`src/rtl/clock_adjust_fsm.sv`:
```
// rtl/clock_adjust_fsm.sv - time-adjust controller: NORM/ADJ states, field select, inactivity timeout.
// Optional hold-to-repeat adjust is enabled by defining CLKADJ_AUTOREPEAT_EN.
module clock_adjust_fsm #(
  parameter int NFIELD     = 3,
  parameter int TIMEOUT    = 30,
  parameter int REPEAT_DLY = 4
) (
  input  logic                      CLK,
  input  logic                      RST,
  input  logic                      TICK,
  input  logic                      SIG2HZ,
  input  logic                      MODE,
  input  logic                      SELECT,
  input  logic                      ADJUST,
  input  logic                      ADJUST_HOLD,
  output logic [NFIELD-1:0]         FIELDADJ,
  output logic [NFIELD-1:0]         FIELDON,
  output logic                      ADJMODE,
  output logic [$clog2(NFIELD)-1:0] SEL,
  output logic                      MODE24
);

  localparam int SELW = $clog2(NFIELD);
  localparam logic [7:0] TO_LIM = 8'(TIMEOUT);
  localparam logic [NFIELD-1:0] ONE_HOT0 = NFIELD'(1);

  typedef enum logic {NORM = 1'b0, ADJ = 1'b1} state_t;

  state_t            state, state_nx;
  logic [SELW-1:0]   sel, sel_nx, sel_eff;
  logic              mode24, mode24_nx;
  logic [NFIELD-1:0] fieldadj_nx;
  logic [7:0]        to_cnt, to_nx;
  logic              key_any;
  logic              rep_fire;

  // SEL values at or above NFIELD cannot occur, but decode them as field 0 anyway
  assign sel_eff = (int'(sel) < NFIELD) ? sel : '0;

`ifdef CLKADJ_AUTOREPEAT_EN
  localparam logic [7:0] RD_LIM = 8'(REPEAT_DLY);
  logic [7:0] hold_cnt, hold_nx;
  logic       hold_run;

  assign hold_run = (state == ADJ) && ADJUST_HOLD && !MODE && !SELECT;
  assign rep_fire = hold_run && TICK && (hold_cnt >= RD_LIM);
  assign key_any  = MODE | SELECT | ADJUST | ADJUST_HOLD;

  always_comb begin
    hold_nx = '0;
    if (hold_run) hold_nx = (TICK && hold_cnt != 8'hFF) ? hold_cnt + 8'd1 : hold_cnt;
  end

  always_ff @(posedge CLK or negedge RST) begin
    if (!RST) hold_cnt <= '0;
    else      hold_cnt <= hold_nx;
  end
`else
  logic unused_hold;
  assign unused_hold = ADJUST_HOLD;
  assign rep_fire    = 1'b0;
  assign key_any     = MODE | SELECT | ADJUST;
`endif

  always_ff @(posedge CLK or negedge RST) begin
    if (!RST) begin
      state    <= NORM;
      sel      <= '0;
      mode24   <= 1'b0;
      FIELDADJ <= '0;
      to_cnt   <= '0;
    end else begin
      state    <= state_nx;
      sel      <= sel_nx;
      mode24   <= mode24_nx;
      FIELDADJ <= fieldadj_nx;
      to_cnt   <= to_nx;
    end
  end

  always_comb begin
    state_nx    = state;
    sel_nx      = sel;
    mode24_nx   = mode24;
    fieldadj_nx = '0;
    to_nx       = '0;
    case (state)
      NORM: begin
        if (MODE) begin
          state_nx = ADJ;
          sel_nx   = '0;
        end else if (ADJUST) begin
          mode24_nx = ~mode24;
        end
      end
      ADJ: begin
        if (key_any)                      to_nx = '0;
        else if (TICK && to_cnt != 8'hFF) to_nx = to_cnt + 8'd1;
        else                              to_nx = to_cnt;
        if (MODE) begin
          state_nx = NORM;
        end else if (SELECT) begin
          sel_nx = (sel_eff == '0) ? SELW'(NFIELD - 1) : sel_eff - SELW'(1);
        end else if (ADJUST || rep_fire) begin
          fieldadj_nx = ONE_HOT0 << sel_eff;
        end else if (TIMEOUT != 0 && !key_any && to_cnt == TO_LIM) begin
          state_nx = NORM;
        end
      end
      default: state_nx = NORM;
    endcase
  end

  assign ADJMODE = (state == ADJ);
  assign SEL     = sel;
  assign MODE24  = mode24;

  always_comb begin
    FIELDON = '1;
    for (int i = 0; i < NFIELD; i++)
      if (ADJMODE && sel_eff == SELW'(i) && SIG2HZ) FIELDON[i] = 1'b0;
  end

endmodule

```
`config.mk`:
```
export PLATFORM = sky130hd
export DESIGN_NAME = clock_adjust_fsm
export DESIGN_NICKNAME = d
export VERILOG_FILES = /design/src/rtl/clock_adjust_fsm.sv
export SDC_FILE = /design/constraint.sdc
export NUM_CORES = 1
export LEC_CHECK = 0
export BUFFER_PORTS_ARGS = -buffer_cell sky130_fd_sc_hd__buf_2
export CORE_MARGIN = 2
export CORE_UTILIZATION = 45
export DETAILED_ROUTE_END_ITERATION = 12
export GPL_TIMING_DRIVEN = 0
export PLACE_DENSITY_LB_ADDON = 0.25
export SLEW_MARGIN = 20
export SYNTH_ARGS = -nofsm -noshare
export SYNTH_HDL_FRONTEND = slang
export SYNTH_SLANG_ARGS = --single-unit
```
`constraint.sdc`:
```
create_clock -name CLK -period 2.2 [get_ports CLK]
set_input_delay 0.22 -clock CLK [delete_from_list [all_inputs] [get_ports CLK]]
set_output_delay 0.22 -clock CLK [all_outputs]
set_load 0.02 [all_outputs]
```
* Word level (Yosys, flattened, before mapping) *
Index checks and enable logic that the tools add are counted.

word-level totals
  flip-flop bits (word level) = 15
  input port bits = 8
  word-level logic and storage cells = 56

cells by class
  $add $sub $neg = 2
  magnitude comparators = 1
  equal/unequal tests = 8
  shifts and indexed selects = 1
  mux-type cells = 22
  bitwise logic cells = 5
  reductions and logical operators = 12

operator list
  cell                                                                count
  8-bit two-way mux                                                   3
  3-bit two-way mux                                                   4
  2-bit two-way mux                                                   5
  8-bit by 1-bit adder with 8-bit output, second input constant       1
  8-bit by 5-bit == test with 1-bit output, second input constant     1
  1-bit logical AND                                                   8
  1-bit two-way mux                                                   8
  8-bit != test, second input constant                                1
  2-bit != test, second input constant                                3
  3-bit AND reduction                                                 2
  2-bit case mux with 2 select lines                                  1
  3-bit by 1-bit != test with 1-bit output, second input constant     1
  1-bit inverter                                                      3
  1-bit by 2-bit << shifter with 3-bit output, first input constant   1
  2-bit by 1-bit == test with 1-bit output, second input constant     1
  2-bit == test, second input constant                                1
  2-bit logical NOT                                                   1
  2-bit < comparator, second input constant                           1
  1-bit OR                                                            2
  1-bit case mux with 2 select lines                                  1
  2-bit by 1-bit subtractor with 2-bit output, second input constant  1
  1-bit logical NOT                                                   1

* Logic depth before layout (Yosys ltp) *
  depth in word-level cells = 9
  mapped depth = 5

* Worst setup path after synthesis *
OpenSTA, ideal clock, no wires.

  path type = register to register
  start = reg to_cnt[0]
  end = reg state, in the netlist ADJMODE
  setup time = 0.136 ns
  data arrival time = 1.333 ns
  data required time = 2.064 ns
  slack = 0.731 ns
  cell stages (with the launch flop) = 6
  buffers on the path = 0
  cell sequence = dfrtp_1 > inv_1 > ha_1 > or4b_1 > o41ai_1 > mux2i_1

on the way
  cells in the longest elaborated chain, start to end = 7

ends and longest elaborated chain
  item                                      RTL line  RTL
  from (decl)                               33        logic [7:0] to_cnt, to_nx;
  from (signal assigned)                    77        to_cnt <= to_nx;
  8-bit by 5-bit == test with 1-bit output  106       end else if (TIMEOUT != 0 && !key_any && to_cnt == TO_LIM) begin
  1-bit logical AND                         106
  1-bit two-way mux                         106
  1-bit two-way mux                         104       end else if (ADJUST || rep_fire) begin
  1-bit two-way mux                         102       end else if (SELECT) begin
  1-bit two-way mux                         100       if (MODE) begin
  1-bit case mux with 2 select lines        87        case (state)
  net state_nx                              29        state_t state, state_nx;
  to (signal assigned)                      73        state <= state_nx;
  to (decl)                                 29

The timed path passes the listed nets, and every way through them passes these cells.
A chain may end at the register's enable or synchronous reset.

* Final worst setup path *
Ends and elaborated chain as after synthesis.

==> flow_summary_export.csv <==
group,metric,value,unit
critical_path,critPathTopFamily,"flip-flops",
sta,setup_viol,0,
clocking,cts_tree,"built",
job,max-cap-violations,0,
critical_path,path_depth,5,
grt,grt.total_usage,0.1730,
placed_design,port_buffers,16,
cells_and_area,drive_above_1_share,0.2079,
critical_path,crit_type,"flip-flop to flip-flop",
critical_path,start_kind,"flip-flop",
cells_and_area,layout.nets,114,
clocking,cts-root-buf,"clkbuf_4",
yosys,async_flop_share,1.000,
detailed_routing,drt_pre_antenna_iters,4,
yosys,synth_common_cells,"15 x dfrtp_1, 9 x nand3_1, 6 x inv_1, 6 x nand2_1, 6 x o21ai_0",
floorplan,die_x,46.58,um
sta,finalCriticalPeriod,1.588,ns
yosys,ys_warn_count,0,
critical_path,critPathMaxStageDelay,0.43,ns
grt,grt_pass1_vias,571,
floorplan,dieArea,0.002169,mm2
sta,finalHoldViolCount,0,
critical_path,reg2reg_slack,0.61,ns
power,leakagePower,0.0004293,uW
run_status,outcome,"completed",
floorplan,initial_core_util,0.4777,
yosys,avgSynthCellArea,10.20,um2
yosys,syn_nets,92,
critical_path,crit_chain,"inv_1 -> ha_1 -> or4b_1 -> o41ai_1 -> mux2i_1",
yosys,synth_area_leaders,"dfrtp_1 46%, ha_1 6.1%, nand3_1 5.5%",
detailed_routing,vias,685,
clocking,clock_latency,0.29,ns
critical_path,path_max_fanout,5,
clocking,postCtsResizedCells,0,
grt,grt_pass1_wl,2559,um
clocking,cts_buffer_depth,2,
min_path,holdCritPathClass,"input port to flip-flop",
sta,worstMarginPinSlew,0.6987,ns
sta,slew_violations,0,
yosys,synth-main-ff-cell,"dfrtp_1",
detailed_routing,wire_per_inst,12.92,um
detailed_routing,avgViaCountPerCell,5.437,
yosys,yosysMostFrequentCell,"dfrtp_1",
yosys,yosysSeqAreaShare,0.4601,
clocking,cts_buffers,3,
yosys,syn_area,815.8,um2
yosys,synth_seq_cells,15,
clocking,cts_htree_levels,1,
grt,gr-total-overflow,0,
grt,antenna_found_initial,0,
critical_path,crit_required,2.36,ns
sta,rsz0062_at_grt,"false",
clocking,post_cts_buffers,0,
yosys,synth_edf_count,0,
sta,setup_tns,0,ns
critical_path,critical_path_buf_inv_count,1,
clocking,clock_sinks,15,
critical_path,r2r_cells,5,
floorplan,die_h,46.58,um
clocking,cts-hold-fix-buffers,1,
floorplan,core-area,0.001708,mm2
cells_and_area,fin_cells,126,
critical_path,cp-end-kind,"flip-flop",
power,power_density,618.5,mW/mm2
yosys,synth_cell_types,26,
placed_design,dpl.hpwl,1174,um
floorplan,std_cell_rows,15,
critical_path,cp.arrival,1.75,ns
placed_design,gp_congestion,0.8080,
yosys,synth_top_cell_by_area,"dfrtp_1",
yosys,netlist.area_leader.share,0.4601,
sta,slew_headroom,0.5330,
clocking,clk_pin_slew,0.10,ns
cells_and_area,syn_to_final_growth,18.10,%
min_path,hold_path_depth,3,
placed_design,dp_cells,121,
cells_and_area,antennaDiodeCount,0,
detailed_routing,drc,0,
detailed_routing,drt_iter0_drc,13,
grt,grt_max_degree,16,
sta,fin_crit_sh,0.7218,
detailed_routing,ant_nets,0,
floorplan,io_pins,18,
sta,fmax,0.6297,GHz
detailed_routing,finalWirelength,1628,um
sta,finClkSkew,0.004074,ns
critical_path,cpMaxStageDelayCell,"dfrtp_1",
yosys,syn_inst,80,
power,max-vdd-ir-drop,0.3259,mV
## final timing paths
kind / endpoint / start
max reg2reg: ADJMODE / to_cnt[0]
min in group asynchronous: to_cnt[4] / RST
max: ADJMODE / to_cnt[0]
min reg2reg: MODE24 / MODE24
min: to_cnt[6] / TICK
max in group asynchronous: SEL[0] / RST
## power breakdown
group / internal [uW] / switching, uW
sequential: 294 / 13.6
clock: 70.5 / 93.9
combinational: 47.3 / 76.7
## sequential cells by signal, indices dropped and copies added (netlist names)
register  cells
FIELDADJ      3
ADJMODE       1
MODE24        1
to_cnt        8
SEL           2
## cell type report
cell class,instances,area [um2]
fillers,155,744.5
multi-input cells,58,414.1
flip-flops and latches,15,375.4
repair buffers,17,90.09
well taps,25,31.28
clock buffers,4,26.28
inverters,6,22.52
plain buffers,1,3.754
## through the flow
stage          setup slack [ns]  instance area, um2    util  power, uW  hold slack (ns)
2_1_floorplan            0.7314               815.8       -      388.3         -0.07559
6_report                 0.6120               963.4  0.5641      595.8           0.2839
3_3_place_gp             0.6331               927.1  0.5429      435.2           0.1400
3_5_place_dp             0.6181               927.1  0.5429      436.5           0.1385
4_1_cts                  0.6029               963.4  0.5641      597.1           0.2841
5_1_grt                  0.4731               963.4  0.5641      627.8           0.2993
## placed cells by master, fill, tap and decap left out, drive strengths merged, types with 2 or more instances in the layout
| cell type | netlist | layout |
|---|---|---|
| nand3 | 9 | 9 |
| o21ai | 6 | 6 |
| inv | 6 | 6 |
| nand2 | 6 | 6 |
| o41ai | 3 | 3 |
| or4b | 2 | 2 |
| o311ai | 2 | 2 |
| ha | 4 | 4 |
| dfrtp | 15 | 15 |
| a22o | 2 | 2 |
| and2 | 3 | 3 |
| clkbuf | 1 | 5 |
| a31oi | 2 | 2 |
| mux2i | 3 | 3 |
| buf | 0 | 16 |
| a21oi | 3 | 3 |
| nor3 | 2 | 2 |
| and4 | 3 | 3 |
## layer usage
metal  routed length [um]  global-route usage
met5                    0                   0
met4                   23             0.08571
met3                   48             0.03529
met2                  686              0.2361
met1                  870              0.2549
## cells by family after synthesis
family / share of synthesized area
fa+ha+maj: 0.06135
compound gates: 0.1641
flops: 0.4601
xor+xnor: 0.01074
simple gates: 0.2347
buf+inv: 0.03220
mux: 0.03681
## worst min-delay path, cell delays in order
cell     delay (ns)
buf_2          0.14
nand3_1        0.11
o41ai_1        0.07
Power figures use the tool's default switching activity.
